`config.mk`:
```
export PLATFORM = sky130hd
export DESIGN_NAME = uram_access_arbiter
export DESIGN_NICKNAME = d
export VERILOG_FILES = /design/src/rtl/uram_arb_pkg.sv /design/src/rtl/uram_rr_arb2.sv /design/src/rtl/uram_access_arbiter.sv
export SDC_FILE = /design/constraint.sdc
export NUM_CORES = 1
export LEC_CHECK = 0
export ABC_AREA = 1
export CORE_MARGIN = 8
export CORE_UTILIZATION = 33
export CTS_CLUSTER_SIZE = 12
export DETAILED_ROUTE_END_ITERATION = 6
export HOLD_SLACK_MARGIN = 0.1
export PLACE_DENSITY = 0.95
export SLEW_MARGIN = 20
export SYNTH_ARGS = -nofsm -noshare
export SYNTH_HDL_FRONTEND = slang
export SYNTH_HIERARCHICAL = 1
export SYNTH_SLANG_ARGS = --single-unit
```
`constraint.sdc`:
```
create_clock -name clock -period 2.4 [get_ports clock]
set_input_delay 0.24 -clock clock [delete_from_list [all_inputs] [get_ports clock]]
set_output_delay 0.24 -clock clock [all_outputs]
set_load 0.01 [all_outputs]
```
`src/rtl/uram_arb_pkg.sv`:
```
// -----------------------------------------------------------------------------
// uram_arb_pkg
// Shared definitions for the URAM access arbiter:
//   DATA_WIDTH    - URAM word width (16 bits)
//   READ_LATENCY  - URAM read latency in cycles (2)
//   client_id_e   - client identifier (core / host)
//   arb_state_e   - INIT / RUN state of the optional clear sequencer
//   rd_tag_t      - in-flight read tag {valid, client id}
//   other_client  - returns the opposite client of a 2-client pair
// -----------------------------------------------------------------------------
package uram_arb_pkg;

    localparam int DATA_WIDTH   = 16;
    localparam int READ_LATENCY = 2;

    typedef enum logic {
        CLIENT_CORE = 1'b0,
        CLIENT_HOST = 1'b1
    } client_id_e;

    typedef enum logic {
        ST_INIT = 1'b0,
        ST_RUN  = 1'b1
    } arb_state_e;

    typedef struct packed {
        logic       valid;
        client_id_e id;
    } rd_tag_t;

    function automatic client_id_e other_client(input client_id_e id);
        client_id_e res;
        if (id == CLIENT_CORE) begin
            res = CLIENT_HOST;
        end else begin
            res = CLIENT_CORE;
        end
        return res;
    endfunction

endpackage

```
`src/rtl/uram_rr_arb2.sv`:
```
// -----------------------------------------------------------------------------
// uram_rr_arb2
// Two-way round-robin arbiter for one URAM port. The priority register names
// the client that wins the next contention; every grant (contested or not)
// hands priority to the other client.
// Ports:
//   clock    - rising-edge clock
//   reset_n  - asynchronous active-low reset (priority returns to client 0)
//   req_i    - request vector, bit K = client K
//   gnt_o    - one-hot (or zero) grant vector, combinational
// -----------------------------------------------------------------------------
module uram_rr_arb2
    import uram_arb_pkg::*;
(
    input  logic       clock,
    input  logic       reset_n,
    input  logic [1:0] req_i,
    output logic [1:0] gnt_o
);

    client_id_e prio_q;
    client_id_e prio_d;

    // Grant selection and next priority
    always_comb begin
        gnt_o  = 2'b00;
        prio_d = prio_q;
        case (req_i)
            2'b01: begin
                gnt_o  = 2'b01;
                prio_d = other_client(CLIENT_CORE);
            end
            2'b10: begin
                gnt_o  = 2'b10;
                prio_d = other_client(CLIENT_HOST);
            end
            2'b11: begin
                if (prio_q == CLIENT_CORE) begin
                    gnt_o = 2'b01;
                end else begin
                    gnt_o = 2'b10;
                end
                prio_d = other_client(prio_q);
            end
            default: begin
                gnt_o  = 2'b00;
                prio_d = prio_q;
            end
        endcase
    end

    // Priority register
    always_ff @(posedge clock or negedge reset_n) begin
        if (!reset_n) begin
            prio_q <= CLIENT_CORE;
        end else begin
            prio_q <= prio_d;
        end
    end

endmodule

```
`src/rtl/uram_access_arbiter.sv`:
```
// -----------------------------------------------------------------------------
// uram_access_arbiter
// Shares one simple-dual-port URAM (one read port, one write port, 2-cycle
// read latency) between two clients: client 0 (core) and client 1 (host).
// Each URAM port has its own round-robin arbiter, so a read from one client
// and a write from the other can both be granted in the same cycle. Read
// responses are routed back through a {valid, client-id} tag pipeline that
// matches the URAM read latency.
//
// Optional feature (macro URAM_INIT_CLEAR_EN): after reset an INIT phase
// writes zero to every URAM address, one per cycle, before arbitration starts.
//
// Ports:
//   clock, reset_n                 - clock, async active-low reset
//   cK_req_valid/ready/wen/addr/data - client K request (K = 0 core, 1 host)
//   cK_rsp_valid/data              - client K read response (data 0 when idle)
//   mem_raddr, mem_dout            - URAM read port
//   mem_wen, mem_waddr, mem_din    - URAM write port
//   init_done                      - memory usable
// -----------------------------------------------------------------------------
module uram_access_arbiter
    import uram_arb_pkg::*;
#(
    parameter int ADDRESS_WIDTH = 14
) (
    input  logic                     clock,
    input  logic                     reset_n,

    input  logic                     c0_req_valid,
    output logic                     c0_req_ready,
    input  logic                     c0_req_wen,
    input  logic [ADDRESS_WIDTH-1:0] c0_req_addr,
    input  logic [DATA_WIDTH-1:0]    c0_req_data,
    output logic                     c0_rsp_valid,
    output logic [DATA_WIDTH-1:0]    c0_rsp_data,

    input  logic                     c1_req_valid,
    output logic                     c1_req_ready,
    input  logic                     c1_req_wen,
    input  logic [ADDRESS_WIDTH-1:0] c1_req_addr,
    input  logic [DATA_WIDTH-1:0]    c1_req_data,
    output logic                     c1_rsp_valid,
    output logic [DATA_WIDTH-1:0]    c1_rsp_data,

    output logic [ADDRESS_WIDTH-1:0] mem_raddr,
    input  logic [DATA_WIDTH-1:0]    mem_dout,
    output logic                     mem_wen,
    output logic [ADDRESS_WIDTH-1:0] mem_waddr,
    output logic [DATA_WIDTH-1:0]    mem_din,

    output logic                     init_done
);

    logic                     run_s;
    logic                     init_active_s;
    logic [ADDRESS_WIDTH-1:0] init_addr_s;

    logic [1:0]               rd_req_s;
    logic [1:0]               wr_req_s;
    logic [1:0]               rd_gnt_s;
    logic [1:0]               wr_gnt_s;

    logic [ADDRESS_WIDTH-1:0] raddr_q;
    logic [ADDRESS_WIDTH-1:0] raddr_d;

    rd_tag_t                  tag_new_s;
    rd_tag_t                  tag_q [READ_LATENCY];

`ifdef URAM_INIT_CLEAR_EN
    localparam logic [ADDRESS_WIDTH-1:0] TOP_ADDR = {ADDRESS_WIDTH{1'b1}};

    arb_state_e               state_q;
    arb_state_e               state_d;
    logic [ADDRESS_WIDTH-1:0] init_cnt_q;
    logic [ADDRESS_WIDTH-1:0] init_cnt_d;

    // Clear sequencer: sweep every address, saturate at the top one, then run
    always_comb begin
        state_d    = state_q;
        init_cnt_d = init_cnt_q;
        case (state_q)
            ST_INIT: begin
                if (init_cnt_q == TOP_ADDR) begin
                    state_d = ST_RUN;
                end else begin
                    init_cnt_d = init_cnt_q + ADDRESS_WIDTH'(1);
                end
            end
            ST_RUN: begin
                state_d = ST_RUN;
            end
            default: begin
                state_d    = ST_INIT;
                init_cnt_d = '0;
            end
        endcase
    end

    // Clear sequencer state and address counter
    always_ff @(posedge clock or negedge reset_n) begin
        if (!reset_n) begin
            state_q    <= ST_INIT;
            init_cnt_q <= '0;
        end else begin
            state_q    <= state_d;
            init_cnt_q <= init_cnt_d;
        end
    end

    // The last clear write and init_done share a cycle; grants begin after it.
    assign init_active_s = reset_n & (state_q == ST_INIT);
    assign run_s         = (state_q == ST_RUN);
    assign init_addr_s   = init_cnt_q;
    assign init_done     = run_s | (init_active_s & (init_cnt_q == TOP_ADDR));
`else
    assign init_active_s = 1'b0;
    assign run_s         = reset_n;
    assign init_addr_s   = '0;
    assign init_done     = reset_n;
`endif

    // A client carries one request at a time; wen selects which port it competes on.
    assign rd_req_s = {c1_req_valid & ~c1_req_wen, c0_req_valid & ~c0_req_wen} & {2{run_s}};
    assign wr_req_s = {c1_req_valid &  c1_req_wen, c0_req_valid &  c0_req_wen} & {2{run_s}};

    uram_rr_arb2 u_rd_arb (
        .clock   (clock),
        .reset_n (reset_n),
        .req_i   (rd_req_s),
        .gnt_o   (rd_gnt_s)
    );

    uram_rr_arb2 u_wr_arb (
        .clock   (clock),
        .reset_n (reset_n),
        .req_i   (wr_req_s),
        .gnt_o   (wr_gnt_s)
    );

    assign c0_req_ready = rd_gnt_s[0] | wr_gnt_s[0];
    assign c1_req_ready = rd_gnt_s[1] | wr_gnt_s[1];

    // Write port: clear sweep during INIT, otherwise the granted write
    always_comb begin
        mem_wen   = 1'b0;
        mem_waddr = '0;
        mem_din   = '0;
        if (init_active_s) begin
            mem_wen   = 1'b1;
            mem_waddr = init_addr_s;
            mem_din   = '0;
        end else if (wr_gnt_s[0]) begin
            mem_wen   = 1'b1;
            mem_waddr = c0_req_addr;
            mem_din   = c0_req_data;
        end else if (wr_gnt_s[1]) begin
            mem_wen   = 1'b1;
            mem_waddr = c1_req_addr;
            mem_din   = c1_req_data;
        end else begin
            mem_wen   = 1'b0;
        end
    end

    // Read port: granted address, otherwise hold the last one issued
    always_comb begin
        raddr_d = raddr_q;
        if (rd_gnt_s[0]) begin
            raddr_d = c0_req_addr;
        end else if (rd_gnt_s[1]) begin
            raddr_d = c1_req_addr;
        end else begin
            raddr_d = raddr_q;
        end
    end

    assign mem_raddr = raddr_d;

    // Last issued read address
    always_ff @(posedge clock or negedge reset_n) begin
        if (!reset_n) begin
            raddr_q <= '0;
        end else begin
            raddr_q <= raddr_d;
        end
    end

    // Tag for a read accepted this cycle
    always_comb begin
        tag_new_s.valid = |rd_gnt_s;
        if (rd_gnt_s[1]) begin
            tag_new_s.id = CLIENT_HOST;
        end else begin
            tag_new_s.id = CLIENT_CORE;
        end
    end

    // In-flight read tags, one stage per cycle of URAM latency
    always_ff @(posedge clock or negedge reset_n) begin
        if (!reset_n) begin
            for (int i = 0; i < READ_LATENCY; i++) begin
                tag_q[i] <= '{valid: 1'b0, id: CLIENT_CORE};
            end
        end else begin
            tag_q[0] <= tag_new_s;
            for (int i = 1; i < READ_LATENCY; i++) begin
                tag_q[i] <= tag_q[i-1];
            end
        end
    end

    // Route returning URAM data to its requester; zero when no response
    always_comb begin
        c0_rsp_valid = 1'b0;
        c1_rsp_valid = 1'b0;
        c0_rsp_data  = '0;
        c1_rsp_data  = '0;
        if (tag_q[READ_LATENCY-1].valid) begin
            if (tag_q[READ_LATENCY-1].id == CLIENT_CORE) begin
                c0_rsp_valid = 1'b1;
                c0_rsp_data  = mem_dout;
            end else begin
                c1_rsp_valid = 1'b1;
                c1_rsp_data  = mem_dout;
            end
        end else begin
            c0_rsp_valid = 1'b0;
            c1_rsp_valid = 1'b0;
        end
    end

endmodule

```
==> qor_table.md <==
| Quantity | Value |
| --- | --- |
| Status | completed |
| Residual DRC count | 0 |
| Total via count after detailed routing | 2,500 |
| I/O pin count | 164 |
| Core box area | 5040 um^2 |
| Number of standard cells after synthesis | 299 |
| Minimum hold slack | 311 ps |
| Number of violations of the max-capacitance limit | 0 |
| Area of the die | 7680 um^2 |
| Largest area contributor in the synthesized netlist | sky130_fd_sc_hd__dfrtp_1 |
| Routed wire length on met3 | 844 um |
| Sequential power share | 32.9% |
| Starting density of the core | 33.6% |
| Clock power frac | 19.6% |
| Total power divided by cell area | 355 nW/um^2 |
| Class of the worst hold path | in -> async |
| Area growth from synthesis to layout | 112% |
| Combined global-route utilization of all metal layers | 18.9% |
| Clock latency reported for the late side of the worst-skew pair | 250 ps |
| Worst Setup Start Kind | input pin |
| CTS Root Buffer Type | sky130_fd_sc_hd__clkbuf_8 |
| Proportion of total power due to net switching | 32.8% |
| Clock Sinks | 20 |
| Largest fanout on the critical path | 7 |
| Number of port buffers | 163 |
| Most frequent cell after synthesis | sky130_fd_sc_hd__nand2_1 |
| Die Height | 87.6 um |
| Antenna violations before repair | 0 |
| Peak Freq | 429 MHz |
| Final critical delay including setup and external delays | 2330 ps |
| Detailed-router iteration count before antenna repair | 6 |
| Worst slew margin relative to its limit | 64.1% |
| Routability Congestion | 0.856 |
| Worst clock skew on the final layout | 5.91 ps |
| Total setup violations reported at the end of the flow | 0 |
| Crit-path max cell delay | 540 ps |
| Clock tree from TritonCTS | done |
| Worst Setup Path Type | in -> out |
| Worst Path Buf+Inv | 3 |
| Post-synth top flop | sky130_fd_sc_hd__dfrtp_1 |
| Power share of the combinational group | 47.4% |
| Via count of the first global-routing pass | 2,559 |
| X dimension of the die | 87.6 um |
| Transition time at the pin with the least slew margin | 537 ps |
| Cell at the slowest stage of the critical path | sky130_fd_sc_hd__clkdlybuf4s50_1 |
| Cell-by-cell listing of the critical path | clkdlybuf4s50_1 > nand2_1 > nor2_2 > nand3_1 > nand2_2 > nand2_4 > buf_12 > o21ai_2 > dlygate4sd2_1 |
| Number of distinct library cells after synthesis | 15 |
| Final hold violation count | 0 |
| Max H-tree Level | 1 |
| Proportion of layout cells with a drive suffix above 1 | 11.2% |
| Routed met1 length | 2890 um |
| Global-route wire length before repair | 11,700 um |
| Synthesized area per cell | 5.66 um^2 |
| Mapped Area | 1690 um^2 |
| Arrival time of the worst setup path | 2090 ps |
| Initial DRC count | 93 |
| Number of nets in the layout | 558 |
| Kind of cell with the highest combined delay on the critical path | buffers and inverters |
| Critical path endpoint category | output port |
| Sequential share of the synthesized area | 29.6% |
| FF+latch count, synth | 20 |
| Internal power | 0.000859 W |
| Highest signal layer in the routed design | met4 |
| Final clock period utilization by the worst path | 97.1% |
| Max Slew Vio Count | 0 |
| Maximum buffer depth of the clock tree | 2 |
| Number of buffers created by CTS | 3 |
| Number of enable flip-flop cells after synthesis | 0 |
| Post-synthesis net count | 381 |
| Row cnt | 26 |
| Largest vdd supply drop | 0.000380 V |
| Required time of the critical path | 2160 ps |
| Largest net degree at the start of global routing | 26 |
| Half-perimeter wire length after detailed placement | 6450 um |
| Leading cell types by total area after synthesis | sky130_fd_sc_hd__dfrtp_1 (30%), sky130_fd_sc_hd__nand2_1 (27%), sky130_fd_sc_hd__inv_1 (12%), sky130_fd_sc_hd__nand3_1 (9.5%), sky130_fd_sc_hd__nor2_1 (7.8%) |
| Total congestion overflow | 0 |
| DRT Wirelength | 8010 um |
| Remaining antenna violation count after routing | 0 |
| Lkg Pwr | 1.96 nW |
| Yosys warning total | 6 |
| Commonest cells in the synthesized netlist | sky130_fd_sc_hd__nand2_1 (120), sky130_fd_sc_hd__inv_1 (55), sky130_fd_sc_hd__nor2_1 (35) |
| Routed wire per std cell | 14.7 um |
| Drt via density | 4.59 |
| Antenna cells | 0 |
| Post-layout util | 71.3% |
| Clock slew at the register clock pins of the worst setup and hold paths | 70 ps |
| Fraction of registers with async set/reset | 100% |
| Net load switching power | 0.000419 W |
| Total length of routed met2 wires | 4140 um |
| Synth top area share | 29.6% |
==> cell families (layout without fill, tap and decap cells) <==
kind of cell / after synthesis / after routing / synth area share (%)
and+or+nand+nor: 190 / 190 / 44.9
buffers and inverters: 73 / 249 / 18.6
AOI/OAI and AO/OA: 16 / 16 / 6.95
DFF: 20 / 20 / 29.6
==> worst paths after layout <==
path                                   endpoint       startpoint  cells past startpoint  slack [ps]
worst min register to register         tag_q[1]         tag_q[3]                      0         350
worst max register to register       raddr_q[0]  u_rd_arb/prio_q                      7        1120
max in group asynchronous            raddr_q[9]          reset_n                      2        1820
worst max-delay path              mem_waddr[12]       c1_req_wen                      9          70
min in group clock                     tag_q[1]         tag_q[3]                      0         350
worst min-delay path            u_wr_arb/prio_q          reset_n                      2         310
==> per-layer routing <==
metal | vias up | global-route usage, %
met2 | 124 | 36.7
met1 | 1132 | 18.7
li1 | 1232 | -
met5 | - | 0
met4 | 0 | 3.91
met3 | 12 | 6.47
==> cell usage in the layout (no fill, tap or decap), drive strengths merged <==
cell type	n
dfrtp	20
nand2	121
nand3	32
buf	22
a21oi	2
nor2	36
clkbuf	6
nor3	1
dlygate4sd2	45
clkdlybuf4s50	116
inv	59
clkdlybuf4s15	1
o21ai	14
==> power groups by stage <==
stage | Combinational (W) | Sequential (W) | Clock [W]
2_1_floorplan | 0.000239 | 0.000416 | 0
3_3_place_gp | 0.000624 | 0.000419 | 0
3_5_place_dp | 0.000639 | 0.000423 | 0
4_1_cts | 0.000597 | 0.000419 | 0.000252
5_1_grt | 0.000660 | 0.000428 | 0.000267
6_report | 0.000606 | 0.000421 | 0.000251
==> cell type report <==
cell class              instances  area (um^2)
well taps                      70         87.6
fillers                       383         1450
repair buffers                186         1810
inverters                      59          224
multi-input cells             206          925
flip-flops and latches         20          500
clock buffers                   4         55.1
==> sequential cells by signal, summed over array words and instances, names as in the netlist <==
register and count:
u_wr_arb/prio_q 1, tag_q 4, raddr_q 14, u_rd_arb/prio_q 1
==> through the flow <==
step | area, um^2 | setup TNS, ps | power (W) | instances | worst slack [ps]
after global placement | 3500 | -3890 | 0.00104 | 537 | -114
after detailed placement | 3500 | -7910 | 0.00106 | 537 | -253
after floorplan | 1690 | 0 | 0.000655 | 299 | 792
final | 3600 | 0 | 0.00128 | 545 | 68.7
after global routing | 3600 | -11.4 | 0.00135 | 545 | -5.84
after CTS | 3550 | 0 | 0.00127 | 543 | 28.5
==> what timing repair did <==
item                                    4_1_cts  5_1_grt
buffers inserted                              2        1
pin swaps                                     0        1
resized for setup                            58        8
endpoints found under the hold margin         0        0
gates cloned                                  0        1
endpoints found under the setup margin       47        7
hold buffers                                  0        0
(Power assumes the default switching activity.)
